<file path="config.mk">
export PLATFORM = sky130hd
export DESIGN_NAME = mem_arbiter
export DESIGN_NICKNAME = d
export VERILOG_FILES = /design/src/rtl/mem_arb_pkg.sv /design/src/rtl/mem_arb_tag_fifo.sv /design/src/rtl/mem_arbiter.sv
export SDC_FILE = /design/constraint.sdc
export NUM_CORES = 1
export LEC_CHECK = 0
export CORE_AREA = 2 2 101 103
export DETAILED_ROUTE_END_ITERATION = 10
export DIE_AREA = 0 0 103 105
export GPL_TIMING_DRIVEN = 0
export PLACE_DENSITY = 0.82
export SYNTH_ARGS = -nofsm -noshare
export SYNTH_HDL_FRONTEND = slang
export SYNTH_HIERARCHICAL = 1
export SYNTH_SLANG_ARGS = --single-unit
</file>
<file path="constraint.sdc">
create_clock -name clock -period 4.8 [get_ports clock]
set_input_delay 0.48 -clock clock [delete_from_list [all_inputs] [get_ports clock]]
set_output_delay 0.48 -clock clock [all_outputs]
set_load 0.02 [all_outputs]
</file>
<file path="src/rtl/mem_arb_pkg.sv">
// Shared types and constants for the N-channel memory arbiter.
package mem_arb_pkg;

    typedef enum logic [0:0] {
        S_IDLE  = 1'b0,
        S_GRANT = 1'b1
    } arb_state_e;

    localparam int unsigned ARB_RR     = 0;
    localparam int unsigned ARB_FIXED  = 1;
    localparam int unsigned STAT_WIDTH = 16;

endpackage

</file>
<file path="src/rtl/mem_arb_tag_fifo.sv">
// In-order tag FIFO recording which channel owns each outstanding read.
module mem_arb_tag_fifo #(
    parameter int unsigned WIDTH = 2,
    parameter int unsigned DEPTH = 8,
    localparam int unsigned PTR_W = $clog2(DEPTH)
) (
    input  logic             clock,
    input  logic             reset,
    input  logic             push,
    input  logic [WIDTH-1:0] push_data,
    input  logic             pop,
    output logic [WIDTH-1:0] pop_data,
    output logic             full,
    output logic             empty,
    output logic [PTR_W:0]   level
);

    logic [WIDTH-1:0] store [DEPTH];
    logic [PTR_W-1:0] wr_ptr;
    logic [PTR_W-1:0] rd_ptr;
    logic [PTR_W:0]   count;
    logic             do_push;
    logic             do_pop;

    assign full     = (count == (PTR_W+1)'(DEPTH));
    assign empty    = (count == '0);
    assign level    = count;
    assign pop_data = store[rd_ptr];

    // A push into a full FIFO is legal only when the head leaves in the same cycle.
    assign do_push = push && (!full || pop);
    assign do_pop  = pop && !empty;

    always_ff @(posedge clock) begin
        if (do_push) begin
            store[wr_ptr] <= push_data;
        end
    end

    always_ff @(posedge clock or posedge reset) begin
        if (reset) begin
            wr_ptr <= '0;
            rd_ptr <= '0;
            count  <= '0;
        end else begin
            if (do_push) begin
                wr_ptr <= wr_ptr + 1'b1;
            end
            if (do_pop) begin
                rd_ptr <= rd_ptr + 1'b1;
            end
            case ({do_push, do_pop})
                2'b10:   count <= count + 1'b1;
                2'b01:   count <= count - 1'b1;
                default: count <= count;
            endcase
        end
    end

endmodule

</file>
<file path="src/rtl/mem_arbiter.sv">
// N-channel front-end arbiter onto a single SRAM port with in-order read-return routing.
// Optional per-channel grant counters are built when MEM_ARB_STATS_EN is defined.
module mem_arbiter
    import mem_arb_pkg::*;
#(
    parameter int unsigned ADDR_WIDTH      = 20,
    parameter int unsigned DATA_WIDTH      = 16,
    parameter int unsigned BE_WIDTH        = DATA_WIDTH / 8,
    parameter int unsigned N_CH            = 4,
    parameter int unsigned CH_WIDTH        = $clog2(N_CH),
    parameter int unsigned MAX_OUTSTANDING = 8,
    parameter int unsigned ARB_MODE        = ARB_RR
) (
    input  logic                       clock,
    input  logic                       reset,
    input  logic [N_CH*ADDR_WIDTH-1:0] ch_address,
    input  logic [N_CH*BE_WIDTH-1:0]   ch_byteenable,
    input  logic [N_CH-1:0]            ch_read,
    input  logic [N_CH-1:0]            ch_write,
    input  logic [N_CH*DATA_WIDTH-1:0] ch_writedata,
    output logic [N_CH-1:0]            ch_waitrequest,
    output logic [DATA_WIDTH-1:0]      ch_readdata,
    output logic [N_CH-1:0]            ch_readdataready,
    output logic [ADDR_WIDTH-1:0]      mem_address,
    output logic [BE_WIDTH-1:0]        mem_byteenable,
    output logic                       mem_read,
    output logic                       mem_write,
    output logic [DATA_WIDTH-1:0]      mem_writedata,
    input  logic [DATA_WIDTH-1:0]      mem_readdata,
    input  logic                       mem_readdataready,
    input  logic                       mem_waitrequest,
    output logic                       idle,
    output logic                       err,
    input  logic [CH_WIDTH-1:0]        stat_sel,
    output logic [STAT_WIDTH-1:0]      stat_count
);

    localparam int unsigned LVL_W = $clog2(MAX_OUTSTANDING) + 1;

    arb_state_e          state;
    logic [CH_WIDTH-1:0] grant;
    logic [CH_WIDTH-1:0] rr_ptr;
    logic                err_q;

    logic [ADDR_WIDTH-1:0] addr_arr [N_CH];
    logic [BE_WIDTH-1:0]   be_arr   [N_CH];
    logic [DATA_WIDTH-1:0] wdata_arr[N_CH];

    logic [N_CH-1:0]     eligible;
    logic                any_elig;
    logic [CH_WIDTH-1:0] winner;

    logic                fifo_full;
    logic                fifo_empty;
    logic [LVL_W-1:0]    fifo_level;
    logic [CH_WIDTH-1:0] fifo_tag;
    logic                fifo_push;
    logic                fifo_pop;

    logic in_grant;
    logic g_rd;
    logic g_wr;
    logic g_cmd;
    logic accept;
    logic dropped;

    always_comb begin
        for (int i = 0; i < N_CH; i++) begin
            addr_arr[i]  = ch_address[i*ADDR_WIDTH +: ADDR_WIDTH];
            be_arr[i]    = ch_byteenable[i*BE_WIDTH +: BE_WIDTH];
            wdata_arr[i] = ch_writedata[i*DATA_WIDTH +: DATA_WIDTH];
        end
    end

    // Registered FIFO occupancy gates reads; a same-cycle pop does not free a slot early.
    assign eligible = ch_write | (ch_read & {N_CH{!fifo_full}});

    always_comb begin
        winner   = '0;
        any_elig = 1'b0;
        // Scan from the far end so the closest eligible index wins last.
        for (int k = N_CH - 1; k >= 0; k--) begin
            if (ARB_MODE == ARB_FIXED) begin
                if (eligible[CH_WIDTH'(k)]) begin
                    winner   = CH_WIDTH'(k);
                    any_elig = 1'b1;
                end
            end else begin
                if (eligible[CH_WIDTH'((int'(rr_ptr) + k) % N_CH)]) begin
                    winner   = CH_WIDTH'((int'(rr_ptr) + k) % N_CH);
                    any_elig = 1'b1;
                end
            end
        end
    end

    assign in_grant = (state == S_GRANT);
    assign g_rd     = ch_read[grant];
    assign g_wr     = ch_write[grant];
    // Read+write together is issued as a write; a lone read never pushes into a full FIFO.
    assign g_cmd    = in_grant && (g_wr || (g_rd && !fifo_full));
    assign accept   = g_cmd && !mem_waitrequest;
    assign dropped  = in_grant && !g_wr && !g_rd;

    assign fifo_push = accept && !g_wr;
    assign fifo_pop  = mem_readdataready && !fifo_empty;

    always_comb begin
        mem_address    = '0;
        mem_byteenable = '0;
        mem_writedata  = '0;
        mem_read       = 1'b0;
        mem_write      = 1'b0;
        ch_waitrequest = '1;
        if (in_grant) begin
            mem_address           = addr_arr[grant];
            mem_byteenable        = be_arr[grant];
            mem_writedata         = wdata_arr[grant];
            mem_write             = g_wr;
            mem_read              = g_rd && !g_wr && !fifo_full;
            ch_waitrequest[grant] = mem_waitrequest || !g_cmd;
        end
    end

    always_comb begin
        ch_readdataready = '0;
        if (fifo_pop) begin
            ch_readdataready[fifo_tag] = 1'b1;
        end
    end

    assign ch_readdata = mem_readdata;
    assign idle        = (state == S_IDLE) && (fifo_level == '0);
    assign err         = err_q;

    always_ff @(posedge clock or posedge reset) begin
        if (reset) begin
            state  <= S_IDLE;
            grant  <= '0;
            rr_ptr <= '0;
            err_q  <= 1'b0;
        end else begin
            if (mem_readdataready && fifo_empty) begin
                err_q <= 1'b1;
            end
            case (state)
                S_IDLE: begin
                    if (any_elig) begin
                        grant <= winner;
                        state <= S_GRANT;
                    end
                end
                S_GRANT: begin
                    if (g_wr && g_rd) begin
                        err_q <= 1'b1;
                    end
                    if (dropped) begin
                        err_q <= 1'b1;
                        state <= S_IDLE;
                    end else if (accept) begin
                        rr_ptr <= (grant == CH_WIDTH'(N_CH - 1)) ? '0 : grant + 1'b1;
                        state  <= S_IDLE;
                    end
                end
                default: state <= S_IDLE;
            endcase
        end
    end

    mem_arb_tag_fifo #(
        .WIDTH (CH_WIDTH),
        .DEPTH (MAX_OUTSTANDING)
    ) u_tag_fifo (
        .clock     (clock),
        .reset     (reset),
        .push      (fifo_push),
        .push_data (grant),
        .pop       (fifo_pop),
        .pop_data  (fifo_tag),
        .full      (fifo_full),
        .empty     (fifo_empty),
        .level     (fifo_level)
    );

`ifdef MEM_ARB_STATS_EN
    logic [STAT_WIDTH-1:0] stat_cnt [N_CH];
    logic [STAT_WIDTH-1:0] stat_q;

    always_ff @(posedge clock or posedge reset) begin
        if (reset) begin
            for (int i = 0; i < N_CH; i++) begin
                stat_cnt[i] <= '0;
            end
            stat_q <= '0;
        end else begin
            if (accept && (stat_cnt[grant] != '1)) begin
                stat_cnt[grant] <= stat_cnt[grant] + 1'b1;
            end
            stat_q <= (32'(stat_sel) < N_CH) ? stat_cnt[stat_sel] : '0;
        end
    end

    assign stat_count = stat_q;
`else
    logic unused_stat_sel;
    assign unused_stat_sel = ^stat_sel;
    assign stat_count      = '0;
`endif

endmodule

</file>
Yosys cells after proc, flatten, opt, wreduce, memory -nomap -nowiden
Memories as Yosys holds them, arrays and structs flattened.
Cells that the tools add are included.

word-level totals
  register bits after elaboration = 16
  memory bits (writable) = 16
  input bits = 182
  memories = 1

operators by class
  add/sub/neg operators = 8
  order comparisons = 9
  equal/unequal tests = 4
  mux-type cells = 52
  bitwise logic cells = 7
  reductions and logical operators = 29

memory list
  name              words  width  rd ports  clocked after memory_dff  write ports  RTL line                text
  u_tag_fifo.store  8      2      1         0                         1            mem_arb_tag_fifo.sv:18  logic [WIDTH-1:0] store [DEPTH];

operators by type and width
  kind                 count
  $mux 20              3
  $mux 16              3
  $bmux 20 s2          1
  $bmux 16 s2          1
  $mux 1               23
  $lt 2x3->1 const B   6
  $logic_and 1x1->1    16
  $mux 2               8
  $bmux 1 s2           6
  $mux 4               2
  $or 4x4->4           2
  $pmux 4 s2           1
  $add 3x1->3 const B  2
  $logic_not 1->1      6
  $add 2x1->2 const B  2
  $add 2x2->2 const B  2
  $add 4x1->4 const B  1
  $and 4x4->4          1
  $bmux 2 s2           1
  $demux 1 s2          2
  $eq 2x2->1 const B   2
  $eq 4x4->1 const B   1
  $ge 2x1->1 const B   2
  $logic_not 4->1      1
  other kinds (11)     14

Logic depth before layout (Yosys ltp)
Gate-level depths: netlist of the first run.

  word-level depth = 12
  gate-level depth with buffers = 12
  mapped depth without buffers = 12

Modules after synthesis
The synthesis of the first run kept the hierarchy.

by module, submodules not included
  module            times used  cells an instance  area an instance (µm²)  sequential area each (µm²)
  mem_arbiter       1           188                1991.9                  150.1
  mem_arb_tag_fifo  1           90                 1265.0                  730.7

Least setup slack after synthesis of the first run
Ideal clock, no wire load.

  kind = reg2reg
  from = register grant[1]
  to = register u_tag_fifo.count[3], in the netlist u_tag_fifo/level[3]
  arrival time = 3413 ps
  required time = 4666 ps
  slack = 1254 ps
  cell stages (with the launch flop) = 11
  clock period less this slack = 3546 ps
  cell sequence = dfrtp_1 -> buf_6 -> mux4_2 -> and3b_1 -> nor2b_1 -> o21ai_4 -> ha_1 -> ha_1 -> or4b_2 -> o311ai_0 -> o211ai_1

between the ends
  word-level cells in the longest chain between the ends = 10
  elaborated cells on any way between the ends = 15

ends and longest elaborated chain
  item                                                    RTL line                text
  start, declared                                         mem_arbiter.sv:41       logic [CH_WIDTH-1:0] grant;
  start signal, assigned                                  mem_arbiter.sv:149      grant <= winner;
  $bmux 1 s2                                              mem_arbiter.sv:98       assign g_rd = ch_read[grant];
  $mux 1 (not written as such)                            mem_arbiter.sv:98
  $logic_and 1x1->1                                       mem_arbiter.sv:101      assign g_cmd = in_grant && (g_wr || (g_rd && !fifo_full));
  $logic_or 1x1->1                                        mem_arbiter.sv:101
  $logic_and 1x1->1                                       mem_arbiter.sv:101
  $logic_and 1x1->1                                       mem_arbiter.sv:102      assign accept = g_cmd && !mem_waitrequest;
  $logic_and 1x1->1 (*)                                   mem_arbiter.sv:105      assign fifo_push = accept && !g_wr;
  net fifo_push                                           mem_arbiter.sv:57       logic fifo_push;
  $logic_and 1x1->1 (*)                                   mem_arb_tag_fifo.sv:31  assign do_push = push && (!full || pop);
  $eq 2x1->1 / $eq 2x2->1 (equally long branches)         mem_arb_tag_fifo.sv:52  case ({do_push, do_pop})
  $pmux 4 s2 / $reduce_bool 2->1 (equally long branches)  -
  end signal, assigned                                    mem_arb_tag_fifo.sv:53  2'b10: count <= count + 1'b1;
  end signal, assigned                                    mem_arb_tag_fifo.sv:54  2'b01: count <= count - 1'b1;
  end signal, assigned                                    mem_arb_tag_fifo.sv:55  default: count <= count;
  end, declared                                           mem_arb_tag_fifo.sv:21  logic [PTR_W:0] count;

Mark *: on every way through the listed nets, which the timed path passes. The rest lies on a longest branch. The select of a mux whose other input is x is not followed.
A chain may end at the register's enable or synchronous reset.

Worst setup path in the final report of the first run
Same ends and word-level chain as after synthesis.

==> impl_metrics.yaml, run 1 <==
floorplanning:
  chipHeight_um: 105
  dieArea_um2: 10800
  die_width_um: 103
  ios: 264
  core.rowCount: 36
  start_util_pct: 33.8
  fp.coreArea_um2: 9640
layout:
  area_growth_pct: 80.5
  drive_gt1_share_pct: 19.4
  nets: 721
  diodes: 0
  fillers: 827
route:
  drtAntennaViolNets: 0
  drt-total-wl_um: 12200
  vias_per_cell: 4.89
  firstDrtPassIters: 4
  drt_iter0_drc: 183
  wl_per_cell_um: 18.5
  drcViolationCount: 0
  num_vias: 3240
pwr:
  p_leak_nw: 2.26
  ir_drop_mv: 0.240
  power.density_nw_per_um2: 497
  p_total_mw: 2.92
cts:
  cts_buffers: 5
  clk_pin_slew_ps: 60
  cts.sinks: 32
  cts-root-buf: "clkbuf_8"
  htreeDepth: 2
  cts_hold_buf: 0
  clockBufferDepth: 2
  cts_setup_buffers: 0
  clkLatencyLatePin_ps: 280
  cts_resized: 0
  cts_tree: "yes"
timing:
  fin_crit_sh_pct: 80.3
  hold_violations: 0
  slew_headroom_pct: 56.6
  rsz0062_at_grt: "no"
  finalSetupViolations: 0
  fin_skew_ps: 5.15
  maxSlewViolCount: 0
  fin_setup_tns_ps: 0
  fmax_mhz: 260
  min_period_ps: 3850
  worst_slew_pin_slew_ps: 650
logic_synthesis:
  synthTopCellsByArea: "mux4_2 (30%), edfxtp_1 (15%), dfrtp_1 (12%)"
  synth_top_area_cell: "mux4_2"
  ys_ff_latch: 32
  yosys_warnings: 6
  ys_types: 50
  synth_edf_count: 16
  synthTopCellsByCount: "mux4_2 (44), and2_1 (39), buf_4 (32)"
  ys_seq_area_share_pct: 27.0
  synthArstFlopShare_pct: 50.0
  syn_area_um2: 3260
  synth_top_area_share_pct: 30.4
  netlist_instances: 278
  synthMostInstantiatedCell: "mux4_2"
  synth-main-ff-cell: "edfxtp_1"
  synth.avg_cell_area_um2: 11.7
global_route:
  grt_pass1_vias: 3367
  grt_pass1_wl_um: 18500
  grt_max_degree: 12
  grt_overflow_total: 0
  grt.total_usage_pct: 22.6
  antenna_found_initial: 0
worst_setup_path:
  cp.required_ps: 4950
  cp-end-kind: "flip-flop"
  cp.arrival_ps: 4000
  criticalPathCategory: "flip-flop to flip-flop"
  cp_max_fo: 11
  cp-start-kind: "flip-flop"
min_path:
  min_path_type: "input port to async pin"
placement:
  place.gp.congestion: 0.917
  port-buffer-count: 229
  hpwl_um: 10800
status:
  status: "complete, no violations"
flow_run:
  drv_cap: 0
==> layout make-up <==
class,count,area [µm²],area share [%]
sequential,32,881,15.0
clock buffer,5,68.8,1.17
inverter,12,45.0,0.766
multi-input combinational,200,2070,35.1
timing repair buffer,229,2290,39.0
tap,133,166,2.83
buffer,49,322,5.47
clock inverter,3,37.5,0.639
==> cell usage in the layout, fill, tap and decap left out, drive strengths merged, types with 2 or more instances in the layout <==
cell,instances
conb,16
o21a,2
inv,12
nor2b,3
edfxtp,16
nor4,2
nand2b,2
and3b,2
or4b,2
o21ai,7
nand2,12
a21oi,7
mux4,44
clkinv,2
dfrtp,16
nor3,4
and2,40
mux2,6
nor2,11
clkbuf,13
ha,9
nor3b,4
xnor2,6
clkdlybuf4s50,229
buf,41
o211ai,3
==> routing by layer <==
metal	up-vias	GRT usage (%)	part of all wire (%)
met5	-	0	0
met4	0	3.95	1.2
met3	13	5.28	6.6
met2	135	40.0	54
met1	1593	28.0	38
li1	1499	-	-
==> cell families (layout without fill, tap and decap cells) <==
group           Yosys count  count (layout)  share of synthesized area (%)
simple gates             86              86                           15.9
buf+inv                  61             298                           11.3
mux                      51              51                           33.2
flops                    32              32                           27.0
compound gates           30              30                           6.57
fa+ha+maj                10              10                           4.07
xor+xnor                  7               7                           1.88
other cells               1              16                          0.115
==> worst max-delay path, stage by stage, from the launching register on <==
cell and delay (ps):
dfrtp_1 550, buf_6 180, mux4_2 580, and3b_1 310, nor2b_1 330, o21ai_4 170, ha_1 350, ha_1 380
or4b_2 610, o311ai_0 130, o211ai_1 130
==> through the flow <==
step | util, % | worst slack, ps | hold WS [ps] | cells | cell area (µm²)
floorplan | - | 1250 | 271 | 293 | 3310
global placement | 59.9 | 853 | 517 | 655 | 5770
detailed placement | 59.9 | 759 | 523 | 655 | 5770
CTS | 61.0 | 945 | 486 | 663 | 5880
global route | 61.0 | 692 | 501 | 663 | 5880
finish | 61.0 | 947 | 479 | 663 | 5880
==> state kept, by name, indices dropped and copies added (netlist names) <==
register,cells
rr_ptr,2
err,1
u_tag_fifo/rd_ptr,3
in_grant,1
u_tag_fifo/store,16
u_tag_fifo/level,4
grant,2
u_tag_fifo/wr_ptr,3
==> final timing paths <==
path                                       from                   end  slack [ps]  cells after the start
max                                    grant[1]   u_tag_fifo/level[3]         950                     10
min                                       reset                   err         480                      2
max reg2reg                            grant[1]   u_tag_fifo/level[3]         950                     10
min reg2reg                u_tag_fifo/rd_ptr[2]  u_tag_fifo/rd_ptr[2]         530                      1
max in group asynchronous                 reset  u_tag_fifo/wr_ptr[2]        3980                      2
min in group clock         u_tag_fifo/rd_ptr[2]  u_tag_fifo/rd_ptr[2]         530                      1
==> where the power goes <==
group | internal [mW] | switching [mW] | total, mW | leakage [nW]
registers | 0.382 | 0.116 | 0.498 | 0.332
clock network | 0.151 | 0.0915 | 0.242 | 0.0532
logic | 1.17 | 1.02 | 2.18 | 1.87
total | 1.70 | 1.22 | 2.92 | 2.26
No activity file was read; power rests on OpenSTA's default activity.
==> run 2, diff against run 1 <==
==> constraint.sdc (replaced) <==
create_clock -name clock -period 3.7 [get_ports clock]
set_input_delay 0.37 -clock clock [delete_from_list [all_inputs] [get_ports clock]]
set_output_delay 0.37 -clock clock [all_outputs]
set_load 0.02 [all_outputs]
==> run 2 against run 1 <==
  * Critical path depth up 2
  * Utilization increased by 0.26 points
  * Count of clock-buffer cells in the layout is the same
  * Critical path type unchanged
  * Largest power group unchanged
  * Highest routed layer unchanged
==> impl_metrics.yaml, run 2 (synthesized netlist as in run 1, its figures left out) <==
worst_setup_path:
  cp.required_ps: 3850
  cp-start-kind: "flip-flop"
  cp-end-kind: "flip-flop"
  r2r_end: "u_tag_fifo/level[3]"
  cp_max_fo: 9
  cp.arrival_ps: 3670
  worstRegToRegCells: 12
  rrSetupSlack_ps: 180
  worstReg2RegStart: "u_tag_fifo/level[0]"
  criticalPathCategory: "flip-flop to flip-flop"
timing:
  fin_crit_sh_pct: 95.1
  rsz0062_at_grt: "no"
  slew_headroom_pct: 57.5
  min_period_ps: 3520
  fin_skew_ps: 3.72
  setup_ws_ps: 182
  fin_setup_tns_ps: 0
  whs_ps: 370
  worst_slew_pin_slew_ps: 636
  maxSlewViolCount: 0
  finalSetupViolations: 0
  hold_violations: 0
  fmax_mhz: 284
placement:
  hpwl_um: 10800
  placed_area_um2: 5770
  port-buffer-count: 229
  place.gp.congestion: 0.917
  place_ws_ps: -231
  dp_cells: 655
cts:
  clkLatencyLatePin_ps: 280
  cts_hold_buf: 0
  cts-root-buf: "clkbuf_8"
  cts.sinks: 32
  cts_buffers: 5
  htreeDepth: 2
  clk_pin_slew_ps: 60
  cts_tree: "yes"
  clockBufferDepth: 2
pwr:
  ir_drop_mv: 0.313
  p_leak_nw: 2.26
  power.density_nw_per_um2: 646
  p_total_mw: 3.81
global_route:
  grt_pass1_wl_um: 18500
  grt_max_degree: 12
  grt.total_usage_pct: 22.6
  antenna_found_initial: 0
  grt_overflow_total: 0
  grt_pass1_vias: 3367
route:
  drtAntennaViolNets: 0
  wl_per_cell_um: 18.4
  num_vias: 3263
  vias_per_cell: 4.91
  drcViolationCount: 0
  drt_iter0_drc: 177
  drt-total-wl_um: 12200
  firstDrtPassIters: 4
floorplanning:
  dieArea_um2: 10800
  fp.coreArea_um2: 9640
  core.rowCount: 36
  chipHeight_um: 105
  start_util_pct: 33.8
  die_width_um: 103
  ios: 264
layout:
  area_growth_pct: 81.3
  layout_commonest_cell: "clkdlybuf4s50_1"
  finish.utilization_pct: 61.2
  drive_gt1_share_pct: 20.3
  fin_area_um2: 5900
  fin_cells: 664
  largest_reg_flops: 16
  nets: 722
  mostFrequentLayoutCells: "clkdlybuf4s50_1 (229), mux4_2 (44), and2_1 (39), buf_4 (33)"
  diodes: 0
  regMostFlops: "u_tag_fifo/store"
status:
  status: "complete, no violations"
flow_run:
  drv_cap: 0
min_path:
  min_path_type: "input port to async pin"
run 2: how the worst max path moves through the flow:
stage | from | end | slack, ps
after floorplan | grant[1] | u_tag_fifo/level[3] | 150
after global placement | ch_write[0] | u_tag_fifo/level[3] | -140
after detailed placement | ch_write[0] | u_tag_fifo/level[3] | -230
after CTS | u_tag_fifo/level[0] | u_tag_fifo/level[3] | 30
after global routing | u_tag_fifo/level[0] | u_tag_fifo/level[3] | 10
final | u_tag_fifo/level[0] | u_tag_fifo/level[3] | 180
run 2: layout make-up:
type	count	area, µm²
Buffer	49	322
Clock buffer	5	68.8
Fill cell	827	3740
Multi-Input combinational cell	200	2080
Tap cell	133	166
Inverter	12	45.0
Clock inverter	3	37.5
Timing Repair Buffer	230	2300
Sequential cell	32	883
run 2: what timing repair did:
action / 4_1_cts / 5_1_grt
gates resized for setup: 3 / 2
setup buffers: 0 / 1
setup endpoints to repair: 1 / 1
run 2: critical path, stage by stage (launching register included):
cell and delay [ps]:
dfrtp_1 470, or4b_4 620, inv_1 100, inv_1 80, and2_4 160, and3b_1 200
nor2b_2 190, o21ai_4 140, ha_4 240, ha_1 300, or4b_2 610, o311ai_0 130
o211ai_1 130
run 2: power breakdown:
part	total, mW	internal [mW]	switching (mW)
Clock	0.314	0.196	0.119
Combinational	2.86	1.53	1.33
Sequential	0.639	0.498	0.141
run 2: layer usage:
metal / wire length, µm / up-vias / GRT usage [%]
met5: 0 / - / 0
met4: 167 / 0 / 3.95
met3: 809 / 17 / 5.28
met2: 6570 / 147 / 40.0
met1: 4690 / 1599 / 28.0
li1: - / 1500 / -
